==> src/rtl/plab5_mcore_mem_req_tracker.sv <==
// Memory request tracker between a core and MemNet. It keeps a 1-entry request pipe,
// a FIFO of in-flight request domains, and a 2-entry response FIFO that checks the domain.
module plab5_mcore_mem_req_tracker #(
  parameter int p_mem_opaque_nbits = 8,
  parameter int p_mem_addr_nbits   = 32,
  parameter int p_mem_data_nbits   = 32,
  parameter int p_max_outstanding  = 4,
  localparam int c_rq = 3 + p_mem_opaque_nbits + p_mem_addr_nbits + 2 + p_mem_data_nbits,
  localparam int c_rs = 3 + p_mem_opaque_nbits + 2 + p_mem_data_nbits
) (
  input  logic            clk,
  input  logic            reset,
  input  logic            mode,
  input  logic [c_rq-1:0] proc_req_msg,
  input  logic            proc_req_domain,
  input  logic            proc_req_val,
  output logic            proc_req_rdy,
  output logic [c_rq-1:0] net_req_msg,
  output logic            net_req_domain,
  output logic            net_req_val,
  input  logic            net_req_rdy,
  input  logic [c_rs-1:0] net_resp_msg,
  input  logic            net_resp_domain,
  input  logic            net_resp_fail,
  input  logic            net_resp_val,
  output logic            net_resp_rdy,
  output logic [c_rs-1:0] proc_resp_msg,
  output logic            proc_resp_domain,
  output logic            proc_resp_fail,
  output logic            proc_resp_val,
  input  logic            proc_resp_rdy,
  output logic [2:0]      outstanding,
  output logic [7:0]      fail_count,
  output logic            domain_err
);
  localparam int c_d     = p_mem_data_nbits;
  localparam int c_depth = p_max_outstanding;
  localparam int c_pw    = (c_depth > 1) ? $clog2(c_depth) : 1;

  logic            req_full_q, req_full_d;
  logic [c_rq-1:0] req_msg_q, req_msg_d;
  logic            req_dom_q, req_dom_d;
  logic            dfifo_q [c_depth];
  logic            dfifo_d [c_depth];
  logic [c_pw-1:0] dwr_q, dwr_d, drd_q, drd_d;
  logic [2:0]      outstanding_q, outstanding_d;
  logic [c_rs-1:0] rf_msg_q [2];
  logic [c_rs-1:0] rf_msg_d [2];
  logic            rf_dom_q [2];
  logic            rf_dom_d [2];
  logic            rf_fail_q [2];
  logic            rf_fail_d [2];
  logic            rf_wr_q, rf_wr_d, rf_rd_q, rf_rd_d;
  logic [1:0]      rf_cnt_q, rf_cnt_d;
  logic [7:0]      fail_count_q, fail_count_d;
  logic            domain_err_q, domain_err_d;

  logic            proc_req_fire, net_req_fire, net_resp_fire, proc_resp_fire;
  logic            have_out, enq, exp_dom, dom_mismatch;
  logic [c_rs-1:0] enq_msg;
  logic            enq_dom, enq_fail;

  assign net_req_val    = req_full_q;
  assign net_req_msg    = req_msg_q;
  assign net_req_domain = req_dom_q;
  assign proc_req_rdy   = (!req_full_q || net_req_rdy) &&
                          (({1'b0, outstanding_q} + {3'b000, req_full_q}) < 4'(c_depth));
  assign net_resp_rdy   = (rf_cnt_q != 2'd2);
  assign proc_resp_val  = (rf_cnt_q != 2'd0);
  assign proc_resp_msg    = rf_msg_q[rf_rd_q];
  assign proc_resp_domain = rf_dom_q[rf_rd_q];
  assign proc_resp_fail   = rf_fail_q[rf_rd_q];
  assign outstanding    = outstanding_q;
  assign fail_count     = fail_count_q;
  assign domain_err     = domain_err_q;

  assign proc_req_fire  = proc_req_val && proc_req_rdy;
  assign net_req_fire   = net_req_val && net_req_rdy;
  assign net_resp_fire  = net_resp_val && net_resp_rdy;
  assign proc_resp_fire = proc_resp_val && proc_resp_rdy;
  assign have_out       = (outstanding_q != 3'd0);
  assign enq            = net_resp_fire && have_out;
  assign exp_dom        = dfifo_q[drd_q];
  assign dom_mismatch   = mode && (net_resp_domain != exp_dom);

  always_comb begin
    req_full_d = req_full_q;
    req_msg_d  = req_msg_q;
    req_dom_d  = req_dom_q;
    if (proc_req_fire) begin
      req_full_d = 1'b1;
      req_msg_d  = proc_req_msg;
      req_dom_d  = proc_req_domain;
    end else if (net_req_fire) begin
      req_full_d = 1'b0;
    end

    // A domain mismatch takes priority over a network fail and reports the expected domain.
    enq_msg  = net_resp_msg;
    enq_dom  = net_resp_domain;
    enq_fail = net_resp_fail;
    if (dom_mismatch) begin
      enq_msg  = {net_resp_msg[c_rs-1:c_d], {c_d{1'b0}}};
      enq_dom  = exp_dom;
      enq_fail = 1'b1;
    end else if (net_resp_fail) begin
      enq_msg  = {net_resp_msg[c_rs-1:c_d], {c_d{1'b0}}};
      enq_fail = 1'b1;
    end

    dfifo_d = dfifo_q;
    dwr_d   = dwr_q;
    drd_d   = drd_q;
    if (net_req_fire) begin
      dfifo_d[dwr_q] = req_dom_q;
      dwr_d = (dwr_q == c_pw'(c_depth - 1)) ? '0 : dwr_q + 1'b1;
    end
    if (enq) drd_d = (drd_q == c_pw'(c_depth - 1)) ? '0 : drd_q + 1'b1;
    outstanding_d = outstanding_q + 3'(net_req_fire) - 3'(enq);

    rf_msg_d  = rf_msg_q;
    rf_dom_d  = rf_dom_q;
    rf_fail_d = rf_fail_q;
    rf_wr_d   = rf_wr_q;
    rf_rd_d   = rf_rd_q;
    if (enq) begin
      rf_msg_d[rf_wr_q]  = enq_msg;
      rf_dom_d[rf_wr_q]  = enq_dom;
      rf_fail_d[rf_wr_q] = enq_fail;
      rf_wr_d = ~rf_wr_q;
    end
    if (proc_resp_fire) rf_rd_d = ~rf_rd_q;
    rf_cnt_d = rf_cnt_q + 2'(enq) - 2'(proc_resp_fire);

    fail_count_d = fail_count_q;
    if (enq && enq_fail && (fail_count_q != 8'hff)) fail_count_d = fail_count_q + 8'd1;
    domain_err_d = domain_err_q || (enq && dom_mismatch) || (net_resp_fire && !have_out);
  end

  always_ff @(posedge clk or negedge reset) begin
    if (!reset) begin
      req_full_q    <= 1'b0;
      req_msg_q     <= '0;
      req_dom_q     <= 1'b0;
      for (int i = 0; i < c_depth; i++) dfifo_q[i] <= 1'b0;
      dwr_q         <= '0;
      drd_q         <= '0;
      outstanding_q <= '0;
      for (int i = 0; i < 2; i++) begin
        rf_msg_q[i]  <= '0;
        rf_dom_q[i]  <= 1'b0;
        rf_fail_q[i] <= 1'b0;
      end
      rf_wr_q       <= 1'b0;
      rf_rd_q       <= 1'b0;
      rf_cnt_q      <= '0;
      fail_count_q  <= '0;
      domain_err_q  <= 1'b0;
    end else begin
      req_full_q    <= req_full_d;
      req_msg_q     <= req_msg_d;
      req_dom_q     <= req_dom_d;
      dfifo_q       <= dfifo_d;
      dwr_q         <= dwr_d;
      drd_q         <= drd_d;
      outstanding_q <= outstanding_d;
      rf_msg_q      <= rf_msg_d;
      rf_dom_q      <= rf_dom_d;
      rf_fail_q     <= rf_fail_d;
      rf_wr_q       <= rf_wr_d;
      rf_rd_q       <= rf_rd_d;
      rf_cnt_q      <= rf_cnt_d;
      fail_count_q  <= fail_count_d;
      domain_err_q  <= domain_err_d;
    end
  end
endmodule

==> config.mk <==
export PLATFORM = sky130hd
export DESIGN_NAME = plab5_mcore_mem_req_tracker
export DESIGN_NICKNAME = d
export VERILOG_FILES = /design/src/rtl/plab5_mcore_mem_req_tracker.sv
export SDC_FILE = /design/constraint.sdc
export NUM_CORES = 1
export LEC_CHECK = 0
export CORE_MARGIN = 2
export CORE_UTILIZATION = 48
export CTS_BUF_LIST = sky130_fd_sc_hd__clkbuf_2
export DETAILED_ROUTE_END_ITERATION = 6
export GPL_TIMING_DRIVEN = 0
export PLACE_DENSITY = 0.92
export SLEW_MARGIN = 20
export SYNTH_ARGS = -nofsm -noshare
export SYNTH_HDL_FRONTEND = slang
export SYNTH_SLANG_ARGS = --single-unit
export TNS_END_PERCENT = 30
==> constraint.sdc <==
create_clock -name clk -period 2.5 [get_ports clk]
set_clock_uncertainty 0.2 [all_clocks]
set_input_delay 0.25 -clock clk [delete_from_list [all_inputs] [get_ports clk]]
set_output_delay 0.25 -clock clk [all_outputs]
set_load 0.005 [all_outputs]
; ---- Word-level counts from Yosys, hierarchy flattened
; Index checks and enable logic that the tools add are counted.
[classes]
n_lt_le_gt_ge = 7
reduce_logical = 21
eq_ne = 5
bitwise = 6
mux = 31
n_addsub = 8
[op_table]
columns = cell, n
row1 = 2-to-1 mux 45 bit, 4
row2 = bitwise mux 90 bit, 1
row3 = 2-to-1 mux 32 bit, 2
row4 = demux 45 bit (select 1 bit), 1
row5 = 2-to-1 mux 1 bit, 15
row6 = logical AND 1 bit, 13
row7 = adder 8 x 1 -> 8 bit (second input constant), 1
row8 = != test 8 bit (second input constant), 1
row9 = >= comparator 3 bit (second input constant), 2
row10 = inverter 2 -> 3 bit, 2
row11 = adder 2 x 1 -> 2 bit (second input constant), 2
row12 = adder 3 x 1 -> 4 bit, 1
row13 = bitwise mux 2 bit, 2
row14 = bitwise mux 4 bit, 1
row15 = equality test 2 bit (second input constant), 2
row16 = >= comparator 2 bit (second input constant), 2
row17 = less-than comparator 4 x 3 -> 1 bit (second input constant), 1
row18 = 2-to-1 mux 2 bit, 2
row19 = inverter 1 -> 2 bit, 2
row20 = nonzero test 2 bit, 2
row21 = adder 3 x 1 -> 3 bit, 1
row22 = logical OR 1 bit, 3
row23 = less-than comparator 3 x 1 -> 1 bit (second input constant), 1
row24 = nonzero test 3 bit, 1
row25 = 11 further kinds, 13
[totals]
inputBits = 132
wordCells = 99
ff_bits = 197

; ---- Depth between registers and ports, before layout
; Gate-level depths: netlist of the first run.
[depth]
depth_word = 9
ltp_mapped = 9

; ---- Worst setup path after synthesis of the first run
; OpenSTA, ideal clock, no wires.
[synth_path]
kind = flip-flop to flip-flop
startpoint = reg outstanding_q[1] (netlist: outstanding[1])
endpoint = reg req_msg_q[67] (netlist: net_req_msg[67])
arrival_time_ns = 1.972
synth_period_minus_slack_ns = 2.297
path_stages_with_launch = 10
path_slack_ns = 0.203
required_ns = 2.175
n_path_buf = 3
cell_sequence = dfrtp_1 > ha_1 > and4b_1 > mux2i_1 > o22ai_1 > and2_1 > buf_6 > buf_6 > buf_8 > mux2_4
[synth_between]
elab_chain_cells = 4
[synth_lines]
columns = element, line_no
row1 = start: declaration, 46  ; logic [2:0] outstanding_q, outstanding_d;
row2 = start signal: assignment, 166  ; outstanding_q <= outstanding_d;
row3 = adder 3 x 1 -> 4 bit, 67  ; (({1'b0, outstanding_q} + {3'b000, req_full_q}) < 4'(c_depth));
row4 = less-than comparator 4 x 3 -> 1 bit, 67
row5 = logical AND 1 bit, 66  ; assign proc_req_rdy = (!req_full_q || net_req_rdy) &&
row6 = via proc_req_rdy, 17  ; output logic proc_req_rdy,
row7 = logical AND 1 bit, 77  ; assign proc_req_fire = proc_req_val && proc_req_rdy;
row8 = end signal: assignment, 161  ; req_msg_q <= req_msg_d;
row9 = end: declaration, 41  ; logic [c_rq-1:0] req_msg_q, req_msg_d;
; The timed path passes the listed nets, and every way through them passes these cells.
; A chain may end at the register's enable or synchronous reset.

; ---- Worst setup path after layout of the first run
[layout_path]
startpoint = reg rf_rd_q
endpoint = out proc_resp_msg[14]
[layout_between]
elab_chain_cells = 4
[layout_lines]
columns = element, line_no
row1 = start: declaration, 53  ; logic rf_wr_q, rf_wr_d, rf_rd_q, rf_rd_d;
row2 = start signal: assignment, 171  ; rf_rd_q <= rf_rd_d;
row3 = inverter 1 -> 2 bit (implied by the code), 70  ; assign proc_resp_msg = rf_msg_q[rf_rd_q];
row4 = 2-to-1 mux 45 bit (implied by the code) (3 in a row), 70
row5 = end: declaration, 27  ; output logic [c_rs-1:0] proc_resp_msg,
; No other way between the ends. The select of a mux whose other input is x is not followed.

==> flow_summary.json, run 1 <==
{
  "die_y_um": 135,
  "post-route-period-util_pct": 101,
  "finalPower_mw": 15.2,
  "drc": 0,
  "syn_avg_cell_area_um2": 14.8,
  "dr.first_iter.drc_count": 333,
  "timing.rr.start": "outstanding[1]",
  "synth_seq_cells": 197,
  "met2_usage_pct": 52.3,
  "fill_cells": 952,
  "layout-drive-gt1-share_pct": 29.9,
  "synth_most_common_cell": "dfrtp_1",
  "nets": 1143,
  "cts_tree": "yes",
  "rsz0062_at_grt": "true",
  "synth_edf_count": 0,
  "initial_utilization_pct": 49.3,
  "dr_total_vias": 6595,
  "worst_pin_slew_ns": 0.547,
  "design.core.area_um2": 16700,
  "gp_congestion": 0.804,
  "synth_common_cells": "197 x dfrtp_1, 146 x mux2_2, 64 x a22o_1",
  "ctsRootBufferMaster": "clkbuf_2",
  "hold_viol": 0,
  "grtUsageMet1_pct": 34.5,
  "status": "complete, but fails checks",
  "synth_flop_cell": "dfrtp_1",
  "io_pins": 273,
  "critPathRequiredTime_ns": 2.05,
  "htreeDepth": 4,
  "dp_hpwl_um": 15200,
  "antenna_left": 0,
  "use_met3_pct": 5.48,
  "syn_inst": 558,
  "period_needed_ns": 2.53,
  "leakage_nw": 5.87,
  "syn_nets": 700,
  "clock.fmax_mhz": 396,
  "vdd_drop_max_uv": 643,
  "grt_first_pass_wirelength_um": 40600,
  "slew_headroom_pct": 63.5,
  "max_cap_violations": 0,
  "worstSetupEndpointType": "primary output",
  "synth.yosys.seq_area_share_pct": 59.9,
  "io_buffer_count": 272,
  "hold_class": "in2reg",
  "powerDensity_nw_per_um2": 1150,
  "netlist.area_leader.share_pct": 59.9,
  "crit_type": "reg2out",
  "synth_area_um2": 8230,
  "grt_antenna_before_repair": 4,
  "arrival_ns": 2.08,
  "grt_usage_pct": 29.4,
  "synth_top_area_cell": "dfrtp_1",
  "crit_start": "rf_rd_q",
  "clockBufferDepth": 2,
  "cts_buffers": 17,
  "setup_viol": 16,
  "violations": "setup timing",
  "clkSlewWorstSetupHoldPaths_ns": 0.28,
  "critPathLaunchType": "flip-flop",
  "areaGrowthSynthToFinish_pct": 59.9,
  "via_per_inst": 5.33,
  "ys_top_cells_by_area": "dfrtp_1 60%, mux2_2 20%, a22o_1 6.8%",
  "cts.sink_count": 197,
  "critPathMaxFanout": 6,
  "synth_cell_types": 41,
  "grt_overflow": 0,
  "hold_start": "mode",
  "drt_wl_total_um": 25900,
  "wl_per_cell_um": 20.9,
  "fin_ws_ns": -0.0284,
  "async_reset_ff_share_pct": 100,
  "fin_util_pct": 78.8,
  "dr.pass1.iters": 5,
  "yosys_warnings": 0,
  "die_area_um2": 18200,
  "top_usage_layer": "met2",
  "insertion_delay_ns": 0.77,
  "grt_pass1_vias": 7284,
  "die_w_um": 135,
  "grt_start_max_net_pins": 90,
  "rows": 47,
  "slew_violations": 0
}
path summary, 6_finish.rpt:
path                            slack [ns]  cells after the start                 to
min in group asynchronous             0.34                      4       rf_msg_q[12]
worst min register to register        0.33                      1         domain_err
worst min-delay path                  0.09                      3        rf_dom_q[1]
max in group asynchronous             1.11                      5    net_req_msg[56]
worst max register to register           0                      8       rf_msg_q[81]
worst max-delay path                 -0.03                      5  proc_resp_msg[14]
kinds of logic after synthesis:
kind of cell,after synthesis,share of synthesized area (%)
compound gates,83,8.40
xor+xnor,10,1.06
simple gates,55,3.66
fa+ha+maj,10,1.61
buf+inv,42,3.01
flops,197,59.9
mux,161,22.4
critical path: stages (launching register included):
cell	delay (ns)
dfrtp_2	0.49
buf_6	0.14
clkbuf_16	0.16
buf_6	0.11
mux2_4	0.31
buf_6	0.12
through the flow:
step | area, um2 | instances | worst slack [ns] | hold slack, ns | TNS, ns
after floorplan | 8230 | 558 | 0.203 | -0.246 | 0
after global placement | 11200 | 1050 | -7.02 | 0.258 | -1381.93
after detailed placement | 11300 | 1052 | -0.233 | -0.0556 | -1.85
after CTS | 13000 | 1228 | -0.0863 | 0.00595 | -1.79
after global routing | 13200 | 1237 | -0.156 | 0.0408 | -4.37
final | 13200 | 1237 | -0.0284 | 0.0931 | -0.132
registers in the layout, indices dropped and copies added (netlist names), 2 cells and up:
register / flops
rf_dom_q: 2
net_req_msg: 77
rf_fail_q: 2
rf_msg_q: 90
fail_count: 8
dwr_q: 2
dfifo_q: 4
outstanding: 3
rf_cnt_q: 2
drd_q: 2
area by class of cell:
cell class                      count  area [um2]  area share (%)
Multi-Input combinational cell    319        3120            23.7
Buffer                             33         279            2.12
Sequential cell                   197        4930            37.5
Clock inverter                     14         173            1.31
Clock buffer                       17        85.1           0.646
Timing Repair Buffer              425        4260            32.3
Inverter                            8        30.0           0.228
Antenna cell                        4        10.0          0.0760
Tap cell                          220         275            2.09
where the power goes:
part | internal [mW] | switching, mW | total [mW]
Combinational | 4.94 | 2.95 | 7.89
Sequential | 4.67 | 0.984 | 5.65
Clock | 0.488 | 1.16 | 1.65
layout by cell type (no fill, tap or decap), types with 7 or more instances in the layout:
cell	instances
a22o_1	64
buf_2	19
buf_4	20
buf_6	38
clkbuf_2	29
clkdlybuf4s50_1	221
dfrtp_1	194
dlygate4sd3_1	128
ha_1	8
inv_1	8
mux2_2	133
mux2_4	22
nand2_1	20
xnor2_1	7
routing by layer:
metal  vias to the layer above  part of all wire [%]
li1                       2917                     -
met1                      3372                    38
met2                       234                    54
met3                        72                   4.3
met4                         0                   4.0
met5                         -                     0
timing repair:
action                     in CTS  in global routing
setup endpoints to repair      59                116
hold buffers                  129                  0
hold endpoints to repair      369                  0
cloned                          0                  1
pin swaps                       2                  0
gates resized for setup       227                 47
setup buffers                  16                  5
Power figures use the tool's default switching activity.
==> inputs of run 2 (changes only) <==
--- a/config.mk
+++ b/config.mk
@@ -11,6 +11,7 @@
 export DETAILED_ROUTE_END_ITERATION = 6
 export GPL_TIMING_DRIVEN = 0
 export PLACE_DENSITY = 0.92
+export REMOVE_ABC_BUFFERS = 1
 export SLEW_MARGIN = 20
 export SYNTH_ARGS = -nofsm -noshare
 export SYNTH_HDL_FRONTEND = slang
==> run 2 against run 1 <==
Net effect:
- the flow still finishes with violations (setup timing)
- cell area shrank 1.9%
- non-clock buffer count shrank 27
- wire length grew 12%
- core utilization shrank 1.5 points
- hold slack lost 0.0021 ns
- combinational power shrank 2.7%
- critical path type unchanged
- largest cell class unchanged
==> flow_summary.json, run 2 (synthesis results as in run 1) <==
{
  "htreeDepth": 4,
  "critical_path.max_stage_delay_ns": 0.56,
  "design.core.area_um2": 16700,
  "clkSlewWorstSetupHoldPaths_ns": 0.29,
  "gp_congestion": 0.823,
  "slew_violations": 0,
  "period_needed_ns": 2.69,
  "initial_utilization_pct": 49.3,
  "regMostFlops": "rf_msg_q",
  "worst_pin_slew_ns": 0.717,
  "whs_endpoint": "rf_dom_q[1]",
  "cts_tree": "yes",
  "arrival_ns": 2.24,
  "grt_antenna_before_repair": 2,
  "grt_start_max_net_pins": 94,
  "io_pins": 273,
  "setup_viol": 80,
  "slew_headroom_pct": 52.2,
  "hold_start": "mode",
  "timing.rr.start": "drd_q[1]",
  "cp_top_family": "flip-flops",
  "dr_total_vias": 6721,
  "grt_usage_pct": 31.2,
  "status": "complete, but fails checks",
  "rsz0062_at_grt": "true",
  "grt_overflow": 0,
  "critPathMaxFanout": 12,
  "fin_ws_ns": -0.189,
  "largest_register_ffs": 90,
  "layout-drive-gt1-share_pct": 28.4,
  "dr.first_iter.drc_count": 393,
  "antenna_left": 0,
  "r2r_end": "rf_msg_q[68]",
  "worst_path_max_delay_cell": "dfrtp_4",
  "crit_type": "reg2out",
  "die_w_um": 135,
  "fin_tns_setup_ns": -5.05,
  "critPathRequiredTime_ns": 2.05,
  "drc": 0,
  "dr.pass1.iters": 4,
  "insertion_delay_ns": 0.82,
  "die_y_um": 135,
  "regToRegSetupSlack_ns": -0.12,
  "grt_pass1_vias": 7266,
  "wl_per_cell_um": 24.0,
  "cp_num_buf_inv": 3,
  "dp_worst_setup_slack_ns": -0.637,
  "areaGrowthSynthToFinish_pct": 56.8,
  "vdd_drop_max_uv": 866,
  "powerDensity_nw_per_um2": 1170,
  "cts.sink_count": 197,
  "crit_chain": "buf_6, buf_12, mux2_2, dlygate4sd2_1",
  "io_buffer_count": 272,
  "drt_wl_total_um": 29100,
  "ctsRootBufferMaster": "clkbuf_2",
  "max_cap_violations": 0,
  "cts_buffers": 17,
  "hold_class": "in2reg",
  "rows": 47,
  "post-route-period-util_pct": 108,
  "r2r_cells": 5,
  "final_cell_mix": "220 x clkdlybuf4s50_1, 193 x dfrtp_1, 144 x mux2_2",
  "critPathLaunchType": "flip-flop",
  "clockBufferDepth": 2,
  "holdWs_ns": 0.0910,
  "worstSetupEndpointType": "primary output",
  "die_area_um2": 18200,
  "final_common_cell": "clkdlybuf4s50_1",
  "via_per_inst": 5.55,
  "violations": "setup timing",
  "fin_util_pct": 77.3,
  "leakage_nw": 5.73,
  "grt_first_pass_wirelength_um": 42100,
  "hold_viol": 0,
  "clock.fmax_mhz": 372,
  "crit_start": "rf_rd_q",
  "holdPathStages": 3,
  "dp_hpwl_um": 14500,
  "nets": 1119
}
## run 2: layer usage
metal | global-route usage [%] | routed length, um | vias to the layer above
met1 | 34.4 | 10600 | 3436
met3 | 7.21 | 1600 | 106
met4 | 15.0 | 1400 | 0
met5 | 0 | 0 | -
met2 | 56.6 | 15600 | 313
li1 | - | - | 2866
## run 2: area by class of cell
type,count,area (um2)
Fill cell,938,3790
Tap cell,220,275
Multi-Input combinational cell,322,3130
Inverter,8,30.0
Clock buffer,17,85.1
Timing Repair Buffer,431,4300
Antenna cell,2,5.00
Clock inverter,15,145
Sequential cell,197,4940
## run 2: stage by stage
step | total power [mW] | instance area, um2 | instances
after floorplan | 8.76 | 8020 | 524
final | 15.1 | 12900 | 1212
after detailed placement | 12.4 | 11100 | 1020
after CTS | 14.2 | 12800 | 1189
after global placement | 12.2 | 11000 | 1016
after global routing | 15.7 | 12900 | 1212
## run 2: where the power goes
part / switching [mW] / internal [mW]
registers: 1.09 / 4.67
logic: 3.09 / 4.59
clock network: 1.22 / 0.395
## run 2: repair_timing
item | CTS | global route
pin swaps | 3 | 20
gates resized for setup | 69 | 94
gates cloned | 2 | 4
endpoints found under the hold margin | 369 | 0
hold buffers | 129 | 0
endpoints found under the setup margin | 178 | 161
setup buffers | 6 | 17
## run 2: worst register-to-register path: stages (launching register included)
cell and delay [ns]:
dfrtp_1 0.51, mux2i_1 0.38, xor2_1 0.33, o221ai_4 0.34, nor2_4 0.54, a22o_1 0.28
## run 2: how the worst max path moves through the flow
| stage | end | slack [ns] | depth (start not counted) |
|---|---|---|---|
| 2_1_floorplan | net_req_domain | -1.40 | 6 |
| 3_3_place_gp | rf_msg_q[89] | -7.09 | 1 |
| 3_5_place_dp | rf_msg_q[7] | -0.64 | 6 |
| 4_1_cts | proc_resp_msg[2] | -0.32 | 3 |
| 5_1_grt | proc_resp_msg[16] | -0.27 | 4 |
| 6_report | proc_resp_msg[16] | -0.19 | 4 |
